===== src/rtl/mult_div_unit.sv =====
// ============================================================================
// Module      : mult_div_unit
// Description : Iterative MIPS multiply/divide unit owning the HI/LO registers.
//               Optional single-cycle multiply when MULT_DIV_FAST_MULT_EN is
//               defined (divide stays iterative).
// Revision    : 1.0 - initial release
// ============================================================================
`default_nettype none

module mult_div_unit #(
  parameter int CYCLES = 32
) (
  input  logic        clk,
  input  logic        reset,
  input  logic        start,
  input  logic [1:0]  op,
  input  logic [31:0] a,
  input  logic [31:0] b,
  input  logic        mthi,
  input  logic        mtlo,
  output logic        busy,
  output logic        done,
  output logic [31:0] hi,
  output logic [31:0] lo
);

  typedef enum logic [1:0] {
    S_IDLE = 2'd0,
    S_RUN  = 2'd1,
    S_DONE = 2'd2
  } state_t;

  localparam logic [5:0] LAST_STEP = 6'(CYCLES - 1);

  state_t      state_q;
  logic [5:0]  cnt_q;
  logic        is_div_q;
  logic        neg_q;
  logic        rneg_q;
  logic [31:0] opnd_q;
  logic [63:0] acc_q;
  logic [31:0] hi_q;
  logic [31:0] lo_q;
  logic        busy_q;
  logic        done_q;

  // Operand conditioning at issue
  logic        sgn_d;
  logic        dz_d;
  logic [31:0] a_abs_d;
  logic [31:0] b_abs_d;
  logic        neg_d;
  logic        rneg_d;

  always_comb begin
    sgn_d   = ~op[0];
    dz_d    = op[1] && (b == 32'd0);
    a_abs_d = (sgn_d && a[31]) ? (~a + 32'd1) : a;
    b_abs_d = (sgn_d && b[31]) ? (~b + 32'd1) : b;
    // A zero divisor must leave the all-ones quotient un-negated.
    neg_d   = sgn_d && (a[31] ^ b[31]) && !dz_d;
    rneg_d  = sgn_d && op[1] && a[31];
  end

  // One iteration of shift-add or restoring division
  logic [32:0] mul_sum;
  logic [63:0] mul_next;
  logic [32:0] div_r;
  logic        div_ge;
  logic [31:0] div_sub;
  logic [63:0] div_next;
  logic [63:0] acc_d;

  always_comb begin
    mul_sum  = {1'b0, acc_q[63:32]} + (acc_q[0] ? {1'b0, opnd_q} : 33'd0);
    mul_next = {mul_sum, acc_q[31:1]};
    div_r    = acc_q[63:31];
    div_ge   = (div_r >= {1'b0, opnd_q});
    // When the subtraction is taken the true result is below the divisor, so 32 bits suffice.
    div_sub  = div_r[31:0] - opnd_q;
    div_next = {(div_ge ? div_sub : div_r[31:0]), acc_q[30:0], div_ge};
    acc_d    = is_div_q ? div_next : mul_next;
  end

  // Sign correction on the final iteration
  logic [63:0] prod_fix;
  logic [31:0] quo_fix;
  logic [31:0] rem_fix;
  logic [31:0] res_hi;
  logic [31:0] res_lo;

  always_comb begin
    prod_fix = neg_q  ? (~acc_d + 64'd1)        : acc_d;
    quo_fix  = neg_q  ? (~acc_d[31:0] + 32'd1)  : acc_d[31:0];
    rem_fix  = rneg_q ? (~acc_d[63:32] + 32'd1) : acc_d[63:32];
    res_hi   = is_div_q ? rem_fix : prod_fix[63:32];
    res_lo   = is_div_q ? quo_fix : prod_fix[31:0];
  end

`ifdef MULT_DIV_FAST_MULT_EN
  logic [63:0] fast_prod;

  always_comb begin
    fast_prod = {{32{sgn_d & a[31]}}, a} * {{32{sgn_d & b[31]}}, b};
  end
`endif

  always_ff @(posedge clk) begin
    if (!reset) begin
      state_q  <= S_IDLE;
      cnt_q    <= 6'd0;
      is_div_q <= 1'b0;
      neg_q    <= 1'b0;
      rneg_q   <= 1'b0;
      opnd_q   <= 32'd0;
      acc_q    <= 64'd0;
      hi_q     <= 32'd0;
      lo_q     <= 32'd0;
      busy_q   <= 1'b0;
      done_q   <= 1'b0;
    end else begin
      done_q <= 1'b0;
      case (state_q)
        S_IDLE: begin
          if (start) begin
`ifdef MULT_DIV_FAST_MULT_EN
            if (!op[1]) begin
              hi_q    <= fast_prod[63:32];
              lo_q    <= fast_prod[31:0];
              state_q <= S_DONE;
              busy_q  <= 1'b1;
              done_q  <= 1'b1;
            end else
`endif
            begin
              is_div_q <= op[1];
              neg_q    <= neg_d;
              rneg_q   <= rneg_d;
              opnd_q   <= op[1] ? b_abs_d : a_abs_d;
              acc_q    <= {32'd0, (op[1] ? a_abs_d : b_abs_d)};
              cnt_q    <= 6'd0;
              state_q  <= S_RUN;
              busy_q   <= 1'b1;
            end
          end else begin
            if (mthi) hi_q <= a;
            if (mtlo) lo_q <= a;
          end
        end
        S_RUN: begin
          acc_q <= acc_d;
          cnt_q <= cnt_q + 6'd1;
          if (cnt_q == LAST_STEP) begin
            hi_q    <= res_hi;
            lo_q    <= res_lo;
            state_q <= S_DONE;
            done_q  <= 1'b1;
          end
        end
        S_DONE: begin
          state_q <= S_IDLE;
          busy_q  <= 1'b0;
        end
        default: begin
          state_q <= S_IDLE;
          busy_q  <= 1'b0;
        end
      endcase
    end
  end

  assign busy = busy_q;
  assign done = done_q;
  assign hi   = hi_q;
  assign lo   = lo_q;

endmodule

`default_nettype wire


===== config.mk =====
export PLATFORM = sky130hd
export DESIGN_NAME = mult_div_unit
export DESIGN_NICKNAME = d
export VERILOG_FILES = /design/src/rtl/mult_div_unit.sv
export SDC_FILE = /design/constraint.sdc
export NUM_CORES = 1
export LEC_CHECK = 0
export ABC_AREA = 1
export CORE_UTILIZATION = 46
export CTS_BUF_LIST = sky130_fd_sc_hd__clkbuf_16
export CTS_CLUSTER_DIAMETER = 60
export DETAILED_ROUTE_END_ITERATION = 12
export HOLD_SLACK_MARGIN = 0.12
export PLACE_DENSITY = 0.65
export SETUP_SLACK_MARGIN = 0.4
export SLEW_MARGIN = 20
export SYNTH_ARGS = -nofsm -noshare
export SYNTH_HDL_FRONTEND = slang
export SYNTH_SLANG_ARGS = --single-unit

===== constraint.sdc =====
create_clock -name clk -period 4.28 [get_ports clk]
set_clock_uncertainty 0.1 [all_clocks]
set_input_delay 0.856 -clock clk [delete_from_list [all_inputs] [get_ports clk]]
set_output_delay 0.856 -clock clk [all_outputs]
set_load 0.02 [all_outputs]

## Yosys cells after proc, flatten, opt, wreduce, memory -nomap -nowiden

Index checks and enable logic that the tools add are counted.
Widths: inputs -> output; s select.

- Bits of input ports: 71
- Output and inout bits: 66
- Register bits after elaboration: 173

- Bitwise gates (word level): 8
- Equal/unequal tests: 7
- Reduce and logical (&&, ||, !) cells: 18
- Add/subtract/negate cells: 8
- Multiplexer cells: 30
- $lt $le $gt $ge: 1

Operator list:

| cell | count |
|---|---|
| $mux 32 | 16 |
| $mux 64 | 3 |
| $add 32x1->32 const B | 4 |
| $not 32->32 | 4 |
| $pmux 32 s2 | 2 |
| $pmux 64 s2 | 1 |
| $add 64x1->64 const B | 1 |
| $not 64->64 | 1 |
| $add 32x32->33 | 1 |
| $ge 33x32->1 | 1 |
| $logic_not 32->1 | 1 |
| $sub 32x32->32 | 1 |
| $pmux 6 s2 | 1 |
| $ne 2x2->1 const B | 5 |
| $reduce_and 2->1 | 5 |
| $reduce_and 4->1 | 2 |
| $logic_and 1x1->1 | 7 |
| $add 6x1->6 const B | 1 |
| $eq 6x5->1 const B | 1 |
| $mux 6 | 1 |
| $mux 2 | 2 |
| $pmux 2 s2 | 1 |
| $eq 2x1->1 const B | 1 |
| $logic_not 2->1 | 1 |
| other kinds (6) | 8 |

## Depth between registers and ports, before layout

- Word-level depth: 9
- Gate-level depth with buffers: 32

## Least setup slack after synthesis

No wires, ideal clock.

- Kind: register -> register
- Start: register opnd_q[28]
- End: register hi_q[22], in the netlist hi[22]
- Setup slack: 0.710 ns
- Clock period less this slack: 3.570 ns
- Arrival: 3.351 ns
- Data required time: 4.061 ns
- Stages on the path, launching flop included: 29
- Setup time: 0.119 ns
- Cells stage by stage: dfxtp_1 inv_1 ha_1 nand2_1 inv_2 nand2_1 nand2_1 a21oi_1 nand2_2 nor2_4 buf_6 nand3_4 o21ai_2 ha_1 nand2_1 nor2_2 nand2_2 nor2_4 nand3_1 o31ai_4 o211ai_1 clkinv_1 nand2_1 a21oi_4 nand2_1 nand2_1 nand2_1 nand3_1 a21oi_1

- Cells in the longest elaborated chain, start to end: 9
- Elaborated cells between the ends (all ways): 12
- Classes of those cells: add/sub: 2; order compare: 1; mux: 7; bitwise: 2

Ends and longest elaborated chain:

| item | RTL line | RTL |
|---|---|---|
| start: declaration | 40 | `logic [31:0] opnd_q;` |
| start signal: assignment | 139 | `opnd_q <= op[1] ? b_abs_d : a_abs_d;` |
| $ge 33x32->1 (*) | 78 | `div_ge = (div_r >= {1'b0, opnd_q});` |
| $mux 32 | 81 | `div_next = {(div_ge ? div_sub : div_r[31:0]), acc_q[30:0], div_ge};` |
| $mux 64 (*) | 82 | `acc_d = is_div_q ? div_next : mul_next;` |
| $not 64->64 / $not 32->32 (equally long branches) | 93, 95 |  |
| $add 64x1->64 / $add 32x1->32 (equally long branches) | 93, 95 |  |
| $mux 64 / $mux 32 (equally long branches) | 93, 95 |  |
| $mux 32 (*) | 96 | `res_hi = is_div_q ? rem_fix : prod_fix[63:32];` |
| $mux 32 (*) | 153 | `if (cnt_q == LAST_STEP) begin` |
| $pmux 32 s2 (*) | 123 | `case (state_q)` |
| end signal: assignment | 154 | `hi_q <= res_hi;` |
| end: declaration | 42 | `logic [31:0] hi_q;` |

Mark *: on every way between the ends. The rest lies on a longest branch, timed or not. The select of a mux whose other input is x is not followed.
A chain may end at the register's enable or synchronous reset.

## Worst setup path after layout

- Start: register opnd_q[26]
- End: register hi_q[22], in the netlist hi[22]

The elaborated chain is that of the path after synthesis.

==> results.md <==
Detailed routing:
- The number of remaining DRC errors is 0.
- The DRC marker count from the first detailed-route iteration is 2877.
- The via density per instance is 5.93.
- After detailed routing, the average wire length per cell comes to 22.8 um.
- Before antenna repair, the detailed router went through 6 iterations.
- Summing over every cut layer, the via total after detailed routing is 21863.
- After detailed routing, the total wire length is 84200 um.
- The residual antenna-violating net count after detailed routing is 0.

Synth:
- The number of warnings printed during yosys synthesis is 0.
- The post-synthesis async set-or-reset flop share is 0%.
- After synthesis the cells add up to 17200 um2.
- The top flip-flop cell by instance count after synthesis is sky130_fd_sc_hd__dfxtp_1.
- Among all cell types in the netlist, the one instantiated most often is sky130_fd_sc_hd__nand2_1.
- The synthesized netlist contains 61 unique library cells.
- The biggest area contributor in the post-synthesis netlist is sky130_fd_sc_hd__dfxtp_1.
- After synthesis, the cell types taking the most area are sky130_fd_sc_hd__dfxtp_1 (20%), sky130_fd_sc_hd__nand2_1 (18%), sky130_fd_sc_hd__inv_1 (10%).
- The net count of the mapped netlist is 3154.
- A synthesized cell averages 5.72 um2.
- Counting instances in the post-synthesis netlist gives the leading cell types as sky130_fd_sc_hd__nand2_1 (840), sky130_fd_sc_hd__inv_1 (473), sky130_fd_sc_hd__nor2_1 (310), sky130_fd_sc_hd__nand3_1 (224), sky130_fd_sc_hd__o21ai_0 (175).
- Counting flops and latches in the post-synthesis netlist gives 173.
- The number of synthesized flops with an enable pin is 0.
- The share of synthesized area occupied by flip-flops and latches is 20.1%.
- The number of instances in the synthesized netlist is 3012.
- The top cell type by area accounts for 20.1% of the synthesized area.

Floorplanning:
- For this configuration, the core starts out at a cell density of 46.9%.
- The height of the die is 195 um.
- The count of boundary I/O pins is 137.
- The die width is 195 um.
- After floorplanning, the core was sized to cover 36700 um2.
- The die area is 38200 um2.
- The floorplan has 70 rows.

Clocking:
- The clock latency on the worst-skew pair is 0.47 ns.
- The CTS H-tree depth is 4.
- The number of buffers created by CTS is 17.
- The CTS tree is done.
- The maximum number of buffers from clock root to sink is 2.
- The clock transition at the registers of the reported paths is 0.09 ns.
- The number of clock sinks is 173.
- The root buffer cell chosen for the clock tree is sky130_fd_sc_hd__clkbuf_16.

Worst setup path:
- The data arrival time of the worst path is 4.19 ns.
- The worst setup path is captured at a register.
- For the worst setup path, the data required time is 4.58 ns.
- The number of cell instances on the worst register-to-register path is 26.
- The source of the critical timing path is opnd_q[26].
- The worst setup path is launched from a register.
- The endpoint identified for the worst register-to-register timing path is hi[22].
- The slack of the worst reg-to-reg path is 0.39 ns.
- The most critical setup path has its endpoint at hi[22].
- The reg-to-reg critical path startpoint is opnd_q[26].
- The setup path with the least slack is of type register to register.
- Of all nets on the critical path, the largest fanout is 7.

Timing:
- The max-slew violation total from the final report is 0.
- The final critical-path share of the clock period is 91.0%.
- At the pin with the least slew margin, the transition time is 1.04 ns.
- The worst slew slack as a fraction of its limit is 30.9%.
- The total negative slack for setup checks is 0 ns.
- The number of failing hold endpoints at the final stage is 0.
- Timing would allow up to 257 MHz.
- Setup repair after global routing could not meet its margin everywhere.
- The shortest clock period the worst path allows after layout is 3.89 ns.
- The final setup violation count is 0.

Power and ir drop:
- The areal power density over the cells is 352 nW/um2.
- The completed layout was analyzed and its total power is 7.52 mW.
- VDD sags by at most 0.278 mV.
- In this run the static leakage power is 10.5 nW.

Global route:
- The number of antenna violations at the first check in global routing is 2.
- The total overflow left after global routing is 0.
- The via count of the first global-routing pass came to 20401.
- For this run, the total global-route usage over all layers was measured as 43.6%.
- The first global-routing pass estimated 123000 um of wire.
- The largest net degree at the start of global routing is 56.

Layout:
- After routing the design area is 21400 um2.
- The net total in the final layout is 3346.
- The antenna cell count is 0.
- The area growth from synthesis to layout is 24.1%.
- The number of filler cells placed in the layout is 3767.
- The fraction of final layout cells with drive strength greater than 1 is 15.1%.

Run:
- The count of max-cap constraint violations is 0.

Place:
- The count of port buffers added during placement is 136.
- The cell area reported after detailed placement is 19600 um2.
- The detailed-placement wirelength estimate is 66100 um.
- The congestion estimate from routability-driven global placement came to 1.10.

Min path:
- The type of the worst min-delay path is register to register.

Status:
- The flow ran to the end, and the final reports show no timing, DRC or antenna violations.
-- report_power, final --
group	leakage, nW	switching (mW)	internal, mW	total [mW]
sequential	1.44	0.133	1.76	1.90
combinational	8.76	2.60	1.32	3.92
clock	0.289	0.831	0.873	1.70
-- worst min path at each step --
stage | startpoint | end | slack [ns] | cells after the start
6_report | lo[4] | lo[4] | 0.39 | 2
5_1_grt | lo[4] | lo[4] | 0.40 | 2
4_1_cts | lo[22] | lo[22] | 0.38 | 2
3_5_place_dp | lo[22] | lo[22] | 0.36 | 2
3_3_place_gp | lo[22] | lo[22] | 0.37 | 2
2_1_floorplan | cnt_q[0] | cnt_q[0] | 0.35 | 1
-- cell usage in the layout, fill, tap and decap left out, drive strengths merged, types with 3 or more instances in the layout --
master,instances
a21oi,157
a31oi,29
a311oi,4
ha,69
dfxtp,173
and2,3
o211ai,20
nor2,343
o21bai,6
buf,151
nor3,44
a21o,7
clkinv,7
a22oi,13
nand3b,18
clkbuf,17
a221o,5
or2,8
inv,499
o22ai,43
nand2,856
o31ai,5
a221oi,8
o21ai,207
nor4,7
xor2,61
xnor2,16
o2111ai,10
a211oi,3
nand3,231
clkdlybuf4s50,135
nand4,34
o221ai,14
-- routing by layer --
metal | track usage [%] | part of all wire, % | vias up
li1 | - | - | 10118
met1 | 52.3 | 37 | 10068
met2 | 69.2 | 44 | 1352
met3 | 7.82 | 9.6 | 321
met4 | 33.4 | 8.8 | 4
met5 | 0 | 0.034 | -
-- through the flow --
stage | hold WS, ns | instances | utilization, % | setup WS (ns)
global route | 0.400 | 3685 | 58.2 | 0.252
detailed placement | 0.365 | 3630 | 53.5 | 0.0435
floorplan | 0.354 | 3012 | - | 0.710
global placement | 0.365 | 3630 | 53.5 | 0.174
CTS | 0.379 | 3673 | 56.4 | 0.388
finish | 0.387 | 3685 | 58.2 | 0.386
-- worst max-delay path: stages (launching register included) --
cell and delay (ns):
sky130_fd_sc_hd__dfxtp_2 0.36, sky130_fd_sc_hd__inv_4 0.06, sky130_fd_sc_hd__ha_4 0.27, sky130_fd_sc_hd__nand2_2 0.07, sky130_fd_sc_hd__nand2_2 0.07, sky130_fd_sc_hd__nand2_1 0.09, sky130_fd_sc_hd__nand2_2 0.06, sky130_fd_sc_hd__a21oi_2 0.14
sky130_fd_sc_hd__nand2_2 0.08, sky130_fd_sc_hd__nor2_4 0.21, sky130_fd_sc_hd__nand3_4 0.14, sky130_fd_sc_hd__o21ai_4 0.10, sky130_fd_sc_hd__ha_4 0.17, sky130_fd_sc_hd__nand2_4 0.06, sky130_fd_sc_hd__nor2_4 0.10, sky130_fd_sc_hd__nand2_2 0.08
sky130_fd_sc_hd__nor2_4 0.16, sky130_fd_sc_hd__nand3_4 0.11, sky130_fd_sc_hd__o31ai_4 0.30, sky130_fd_sc_hd__o211ai_1 0.19, sky130_fd_sc_hd__inv_2 0.13, sky130_fd_sc_hd__nand2_4 0.06, sky130_fd_sc_hd__a21oi_4 0.23, sky130_fd_sc_hd__nand2_2 0.12
sky130_fd_sc_hd__nand3_2 0.10, sky130_fd_sc_hd__nand3_2 0.08, sky130_fd_sc_hd__a21oi_2 0.13
-- state kept, by name, indices dropped and copies added, names as in the netlist --
signal	cells
acc_q	64
hi	32
lo	32
opnd_q	32
cnt_q	6
state_q	2
busy	1
done	1
is_div_q	1
neg_q	1
rneg_q	1
-- timing repair --
| item | in CTS | in global routing |
|---|---|---|
| gates resized for setup | 106 | 151 |
| endpoints found under the setup margin | 29 | 34 |
| pin swaps | 16 | 38 |
| hold buffers | 0 | 0 |
| buffers inserted | 11 | 12 |
-- kinds of logic (layout without fill, tap and decap cells) --
logic type	Yosys count	count (layout)	synth area share [%]
AOI/OAI and AO/OA	540	540	18.6
buffers and inverters	607	812	13.8
adders and majority gates	71	71	5.25
DFF	173	173	20.1
and+or+nand+nor	1544	1544	38.3
xor gates and xnor gates	77	77	3.92
-- cell type report --
class	count	area (um2)	area share [%]
sequential	173	3540	16.6
multi-input combinational	2232	12300	57.4
inverter	494	1870	8.78
clock buffer	17	425	1.99
clock inverter	15	159	0.744
tap	468	586	2.74
timing repair buffer	286	2520	11.8
(Power assumes the default switching activity.)
